==> config.mk <==
export PLATFORM = sky130hd
export DESIGN_NAME = reg_file
export DESIGN_NICKNAME = d
export VERILOG_FILES = /design/src/rtl/reg_file.sv
export SDC_FILE = /design/constraint.sdc
export NUM_CORES = 2
export LEC_CHECK = 0
export CORE_ASPECT_RATIO = 0.8
export CORE_MARGIN = 2
export CORE_UTILIZATION = 40
export DETAILED_ROUTE_END_ITERATION = 6
export GPL_TIMING_DRIVEN = 0
export HOLD_SLACK_MARGIN = 0.12
export PLACE_DENSITY = 0.52
export SKIP_LAST_GASP = 1
export SYNTH_ARGS = -nofsm -noshare
export SYNTH_HDL_FRONTEND = slang
export SYNTH_SLANG_ARGS = --single-unit
==> constraint.sdc <==
create_clock -name clk_in -period 11.6 [get_ports clk_in]
set_input_delay 3.48 -clock clk_in [delete_from_list [all_inputs] [get_ports clk_in]]
set_output_delay 3.48 -clock clk_in [all_outputs]
set_load 0.005 [all_outputs]
==> src/rtl/reg_file.sv <==
// Architectural register file with per-register rename tags. Commit writes
// retired values, issue records producer ROB entries, lookups resolve operands.
module reg_file #(
  parameter int ROB_BIT = 3,
  parameter int REG_NUM = 32
) (
  input  logic               clk_in,
  input  logic               rst_in,
  input  logic               rdy_in,
  input  logic               clear_up,
  input  logic               issue_valid,
  input  logic [4:0]         issue_reg_id,
  input  logic [ROB_BIT-1:0] issue_rob_entry,
  input  logic               commit_valid,
  input  logic [4:0]         commit_reg_id,
  input  logic [ROB_BIT-1:0] commit_rob_entry,
  input  logic [31:0]        commit_value,
  input  logic [4:0]         rs1_id,
  output logic               rs1_busy,
  output logic [ROB_BIT-1:0] rs1_rob_entry,
  output logic [31:0]        rs1_value,
  input  logic [4:0]         rs2_id,
  output logic               rs2_busy,
  output logic [ROB_BIT-1:0] rs2_rob_entry,
  output logic [31:0]        rs2_value,
  output logic [ROB_BIT-1:0] get_rob_entry1,
  input  logic               rob_ready1,
  input  logic [31:0]        rob_value1,
  output logic [ROB_BIT-1:0] get_rob_entry2,
  input  logic               rob_ready2,
  input  logic [31:0]        rob_value2
);

  typedef struct packed {
    logic               busy;
    logic [ROB_BIT-1:0] entry;
    logic [31:0]        value;
  } lookup_t;

  logic [31:0]        regs [REG_NUM];
  logic [REG_NUM-1:0] busy;
  logic [ROB_BIT-1:0] tag  [REG_NUM];
  lookup_t            lk1, lk2;

  // Issue is applied after commit so a same-register issue overrides busy/tag.
  always_ff @(posedge clk_in) begin
    if (rst_in) begin
      for (int i = 0; i < REG_NUM; i++) begin
        regs[i] <= '0;
        tag[i]  <= '0;
      end
      busy <= '0;
    end else if (rdy_in) begin
      if (commit_valid && commit_reg_id != 5'd0) begin
        regs[commit_reg_id] <= commit_value;
        if (busy[commit_reg_id] && tag[commit_reg_id] == commit_rob_entry)
          busy[commit_reg_id] <= 1'b0;
      end
      if (clear_up) begin
        busy <= '0;
        for (int i = 0; i < REG_NUM; i++) tag[i] <= '0;
      end else if (issue_valid && issue_reg_id != 5'd0) begin
        busy[issue_reg_id] <= 1'b1;
        tag[issue_reg_id]  <= issue_rob_entry;
      end
    end
  end

  function automatic lookup_t lookup(
    input logic [4:0]         id,
    input logic               r_busy,
    input logic [ROB_BIT-1:0] r_tag,
    input logic [31:0]        r_val,
    input logic               c_valid,
    input logic [4:0]         c_id,
    input logic [ROB_BIT-1:0] c_entry,
    input logic [31:0]        c_val,
    input logic               rob_ready,
    input logic [31:0]        rob_value
  );
    lookup_t r;
    r = '0;
    if (id == 5'd0)                                      r.value = '0;
    else if (!r_busy)                                    r.value = r_val;
    else if (c_valid && c_id == id && c_entry == r_tag)  r.value = c_val;
    else if (rob_ready)                                  r.value = rob_value;
    else begin
      r.busy  = 1'b1;
      r.entry = r_tag;
    end
    return r;
  endfunction

  always_comb begin
    lk1 = lookup(rs1_id, busy[rs1_id], tag[rs1_id], regs[rs1_id], commit_valid,
                 commit_reg_id, commit_rob_entry, commit_value, rob_ready1, rob_value1);
    lk2 = lookup(rs2_id, busy[rs2_id], tag[rs2_id], regs[rs2_id], commit_valid,
                 commit_reg_id, commit_rob_entry, commit_value, rob_ready2, rob_value2);
  end

  assign rs1_busy       = lk1.busy;
  assign rs1_rob_entry  = lk1.entry;
  assign rs1_value      = lk1.value;
  assign rs2_busy       = lk2.busy;
  assign rs2_rob_entry  = lk2.entry;
  assign rs2_value      = lk2.value;
  assign get_rob_entry1 = tag[rs1_id];
  assign get_rob_entry2 = tag[rs2_id];

endmodule

-- Word-level counts from Yosys, hierarchy flattened
Memory sizes are Yosys's and may differ from the RTL's.
Cells that the tools add are included.
- register bits: 32
- RAM bits: 1120
- memories: 2
- input port bits: 130
- word-level logic and storage cells: 149
- memory list (memory ; words ; width ; rd ports ; clocked after Yosys merged registers in ; wr ports ; line ; source):
    regs ; 32 ; 32 ; 2 ; 0 ; 32 ; 40 ; logic [31:0] regs [REG_NUM];
    tag ; 32 ; 3 ; 3 ; 0 ; 32 ; 42 ; logic [ROB_BIT-1:0] tag [REG_NUM];
- $lt $le $gt $ge: 6
- multiplexer cells: 85
- reductions and logical operators: 15
- equal/unequal tests: 5
- bitwise operators: 35
- operators by type and width (cell ; count):
    $mux W32 ; 15
    $mux W3 ; 33
    $and A32 B32 Y32 ; 1
    $mux W4 ; 8
    $not A32 Y32 ; 1
    $or A1 B1 Y1 ; 32
    $or A32 B32 Y32 ; 1
    $reduce_or A32 Y1 ; 1
    $lt A5 B6 Y1 const B ; 4
    $mux W1 ; 22
    $bmux W1 S5 ; 3
    $demux W1 S5 ; 2
    $eq A5 B5 Y1 ; 2
    $ge A5 B1 Y1 const B ; 2
    $logic_not A5 Y1 ; 2
    $mux W5 ; 2
    $reduce_bool A5 Y1 ; 2
    $eq A3 B3 Y1 ; 3
    $logic_and A1 B1 Y1 ; 9
    $reduce_or A3 Y1 ; 1

-- Depth between registers and ports, before layout
- depth after elaboration: 13
- gate-level depth with buffers: 13
- depth with buffers taken out: 7

-- Least setup slack after synthesis
No wires, ideal clock.
- path type: input-to-output
- from: input rs1_id[0]
- to: output rs1_value[10]
- path buffers: 5
- arrival: 5.643 ns
- stages: 11
- slack: 2.477 ns
- cells stage by stage: buf_2 -> buf_4 -> buf_4 -> mux4_2 -> mux2i_1 -> a21oi_1 -> a31oi_1 -> buf_2 -> clkbuf_1 -> a31oi_1 -> a21oi_1
- word-level cells in the longest chain between the ends: 6
- elaborated cells between the ends (all ways): 12
- ends and longest elaborated chain (what ; line ; source):
    start, declared ; 18 ; input logic [4:0] rs1_id,
    $mem_v2 Z32 W3 or $eq A5 B5 Y1 (tied branches) ; -- ;
    $eq A3 B3 Y1 or $logic_and A1 B1 Y1 (tied branches) ; 85 ; else if (c_valid && c_id == id && c_entry == r_tag) r.value = c_val;
    $logic_and A1 B1 Y1 ; 85 ;
    $mux W32 ; 85 ;
    $mux W32 ; 84 ; else if (!r_busy) r.value = r_val;
    $mux W32 (*) ; 83 ; if (id == 5'd0) r.value = '0;
    end, declared ; 21 ; output logic [31:0] rs1_value,
Mark *: on every way between the ends. The rest lies on a longest branch, timed or not. The select of a mux whose other input is x is not followed.

-- Worst setup path after layout
- from: input rs2_id[4]
- to: output rs2_value[27]
- word-level cells in the longest chain between the ends: 6
- elaborated cells between the ends (all ways): 12
- ends and longest elaborated chain (what ; line ; source):
    start, declared ; 22 ; input logic [4:0] rs2_id,
    $mem_v2 Z32 W3 or $eq A5 B5 Y1 (tied branches) ; -- ;
    $eq A3 B3 Y1 or $logic_and A1 B1 Y1 (tied branches) ; 85 ;
    $logic_and A1 B1 Y1 ; 85 ;
    $mux W32 ; 85 ;
    $mux W32 ; 84 ;
    $mux W32 (*) ; 83 ;
    end, declared ; 25 ; output logic [31:0] rs2_value,
Marked as above.

==> results.md <==
| Parameter | Reported |
|:---|:---|
| Run status | finished with violations |
| Failing checks | capacitance limit, slew limit, setup timing |
| Global-route wire length before repair | 386000 µm |
| Post-route antenna net violation count | 0 |
| Vias per Instance | 6.44 |
| Area of the core | 0.162 mm² |
| Pin count of the biggest net entering global routing | 33 |
| Most repeated cell in the gate-level netlist after synthesis | sky130_fd_sc_hd__edfxtp_1 |
| Max-capacitance violation count | 3 |
| Master cell of the clock root buffer | sky130_fd_sc_hd__clkbuf_16 |
| DR pass1 iterations | 6 |
| CTS buffer count | 133 |
| Category of the worst setup path capture point | primary output |
| Origin of the worst setup path | rs2_id[4] |
| Antenna violations before repair | 25 |
| Critical path data arrival time | 8460 ps |
| CP cell instances | clkdlybuf4s50_1, clkbuf_1, clkbuf_1, clkbuf_1, nand3_1, o311ai_1, nand2_1, a21oi_1, clkdlybuf4s50_1 |
| Count of standard-cell rows | 132 |
| Aggregate routed wire length | 286000 µm |
| F_max | 83.8 MHz |
| Comb pwr share | 15.5% |
| Leakage power summed over all cells | 26.2 nW |
| Crit-path max cell delay | 980 ps |
| Net count reported at finish | 5336 |
| Post-detailed-route DRC marker count | 0 |
| Sequential share of power | 45.5% |
| HPWL Detailed | 213000 µm |
| Portion of the clock cycle consumed by the worst path in the final layout | 103% |
| Measured slew at the worst slew-check pin | 1520 ps |
| Final number of max-transition violations | 19 |
| Via count of the first global-routing pass | 45834 |
| Commonest cells post-synth | sky130_fd_sc_hd__edfxtp_1 (1120), sky130_fd_sc_hd__and2_1 (1022), sky130_fd_sc_hd__mux4_2 (492) |
| Worst setup slack before clock tree synthesis | -1480 ps |
| Cell area after technology mapping | 0.0652 mm² |
| Top-area cell type share of the netlist area | 51.6% |
| Num ports | 208 |
| Kind of critical path | input pin to primary output |
| Synth-to-Final Area Change | 14.6% |
| Total routing resource utilization after global routing | 34.1% |
| CP Data Required Time | 8120 ps |
| Synth Flop Type | sky130_fd_sc_hd__edfxtp_1 |
| # setup viols final | 19 |
| Leading area contributor after synthesis | sky130_fd_sc_hd__edfxtp_1 |
| Die area | 0.166 mm² |
| Top area cells in the synthesized netlist | sky130_fd_sc_hd__edfxtp_1 (52%), sky130_fd_sc_hd__mux4_2 (17%), sky130_fd_sc_hd__and2_1 (9.8%) |
| Number of distinct library cells after synthesis | 62 |
| Post-synthesis average cell area | 13.5 µm² |
| Most used cell along the critical path | sky130_fd_sc_hd__clkbuf_1 |
| Number of instances in the synthesized netlist | 4826 |
| Total number of yosys warnings | 0 |
| Overall power consumption | 10.8 mW |
| Sink Count | 1152 |
| Starting utilization of the core area | 40.3% |
| Switching portion of total power | 28.0% |
| Net switching component of the power | 3.02 mW |
| Layout cell share with drive strength beyond 1 | 18.8% |
| Met1 Use GR | 49.7% |
| Vias | 48045 |
| Clock transition time at the flip-flop clock pins of the worst setup and hold paths | 70 ps |
| Worst rel slew slack | -1.40% |
| Launch point of the worst hold path | busy[1] |
| Die X-Extent | 455 µm |
| R2R Setup Slk | 8280 ps |
| Worst-case vdd ir drop | 0.000156 V |
| Seq/Total Area, Yosys | 52.6% |
| Register bit count reported by yosys | 1152 |
| Wire length per cell | 38.3 µm |
| Worst-skew pair later-pin latency | 800 ps |
| Clk network pwr share | 39.0% |
| Overflow after GRT | 0 |
| Proportion of synthesized flip-flops having asynchronous set or reset | 0% |
| Number of enable flip-flop cells after synthesis | 1120 |
| Number of input and output port buffers inserted | 198 |
| Kind of path behind the tightest hold check | flip-flop to flip-flop |
| Final critical path time including I/O delays and setup | 11940 ps |
| Chip height | 365 µm |
| Internal power summed over all cells | 7.78 mW |
| Crit Path Max Fanout | 10 |
| CTS max path bufs | 3 |
| Initial DRC Count | 7377 |
| Startpoint of the worst-slack reg-to-reg timing path | tag[27][2] |
| Layer carrying the most global-route usage | met1 |
| Maximum level of the CTS H-tree | 4 |
| Pwr Density | 145 mW/mm² |
| Worst clock skew | 13.5 ps |
| Clock tree from TritonCTS | built |
| Met2 layer usage reported by global route | 47.8% |
| GPL Wtd Cong | 0.961 |
| Critical Path Slowest Stage Cell | sky130_fd_sc_hd__clkbuf_1 |
| Number of hold-slack violations in the final timing report | 0 |
| Met3 global-route usage | 10.0% |
| Final worst setup slack | -337 ps |
| Kind of start point of the critical path | input pin |
worst paths after layout:
check                   to  depth (start not counted)
max          rs2_value[27]                          9
min                busy[1]                          2
max reg2reg        busy[6]                          7
min reg2reg        busy[1]                          2
cells in the final DEF, fill, tap and decap left out, types with 42 or more instances in the layout:
master	count
sky130_fd_sc_hd__o211ai_1	97
sky130_fd_sc_hd__clkdlybuf4s50_1	197
sky130_fd_sc_hd__mux2_2	57
sky130_fd_sc_hd__buf_4	42
sky130_fd_sc_hd__a22oi_1	75
sky130_fd_sc_hd__nor2_1	138
sky130_fd_sc_hd__mux2i_1	324
sky130_fd_sc_hd__mux4_2	492
sky130_fd_sc_hd__edfxtp_1	1120
sky130_fd_sc_hd__nand2_1	207
sky130_fd_sc_hd__clkbuf_16	138
sky130_fd_sc_hd__buf_2	111
sky130_fd_sc_hd__and3_1	74
sky130_fd_sc_hd__a31oi_1	89
sky130_fd_sc_hd__a21oi_1	142
sky130_fd_sc_hd__and2_1	1022
sky130_fd_sc_hd__o21ai_0	55
sky130_fd_sc_hd__clkbuf_1	352
sky130_fd_sc_hd__nand3_1	104
cells by family after synthesis:
kind of cell,count (synthesis),synth area share (%)
DFF,1152,52.6
other,1,0.00575
muxes,873,23.0
and+or+nand+nor,1674,14.7
buffers and inverters,533,3.64
AOI/OAI and AO/OA,576,5.88
xor gates and xnor gates,17,0.228
power by group through the flow:
stage               logic [mW]  registers, mW  clock network [mW]
detailed placement        1.63           4.99                   0
floorplan                0.870           4.93                   0
global route              1.71           4.93                4.35
CTS                       1.64           4.90                4.19
finish                    1.67           4.91                4.21
global placement          1.60           4.98                   0
registers in the layout (all words and copies together) (netlist names):
register	count
regs	1024
tag	96
busy	32
metrics by stage:
step | std cells | utilization [%] | hold slack [ps] | instance area, µm² | setup TNS, ps
2_1_floorplan | 4860 | - | 469 | 65300 | 0
3_3_place_gp | 7202 | 43.2 | 522 | 70000 | -99930
3_5_place_dp | 7211 | 43.4 | 526 | 70300 | -51320
4_1_cts | 7452 | 46.1 | 533 | 74600 | 0
5_1_grt | 7452 | 46.1 | 577 | 74600 | -14.9
6_report | 7466 | 46.1 | 541 | 74700 | -1830
final cells by class:
type                            instances  area (µm²)
Fill cell                           14627       87200
Antenna cell                           16        40.0
Buffer                                520        2400
Multi-Input combinational cell       3175       28800
Tap cell                             2144        2680
Inverter                                8        30.0
Clock buffer                          175        3620
Clock inverter                         60         522
Sequential cell                      1152       34300
Timing Repair Buffer                  216        2290
worst max-delay path: cells and delay by family:
family,cells,cell delay [ps]
AND/OR/NAND/NOR,2,600
AO/OA/AOI/OAI,2,550
buffers and inverters,5,3790
timing repair:
item,in CTS,in global routing
setup endpoints to repair,66,58
hold buffers,0,0
pin swaps,2,0
gates resized for setup,30,25
buffers inserted,9,0
per-layer routing:
layer  vias to the layer above  wire, µm
met1                     25156    122000
met5                         -       230
li1                      19217         -
met2                      3161    119000
met4                        12     11400
met3                       499     32400
(Power assumes the default switching activity.)
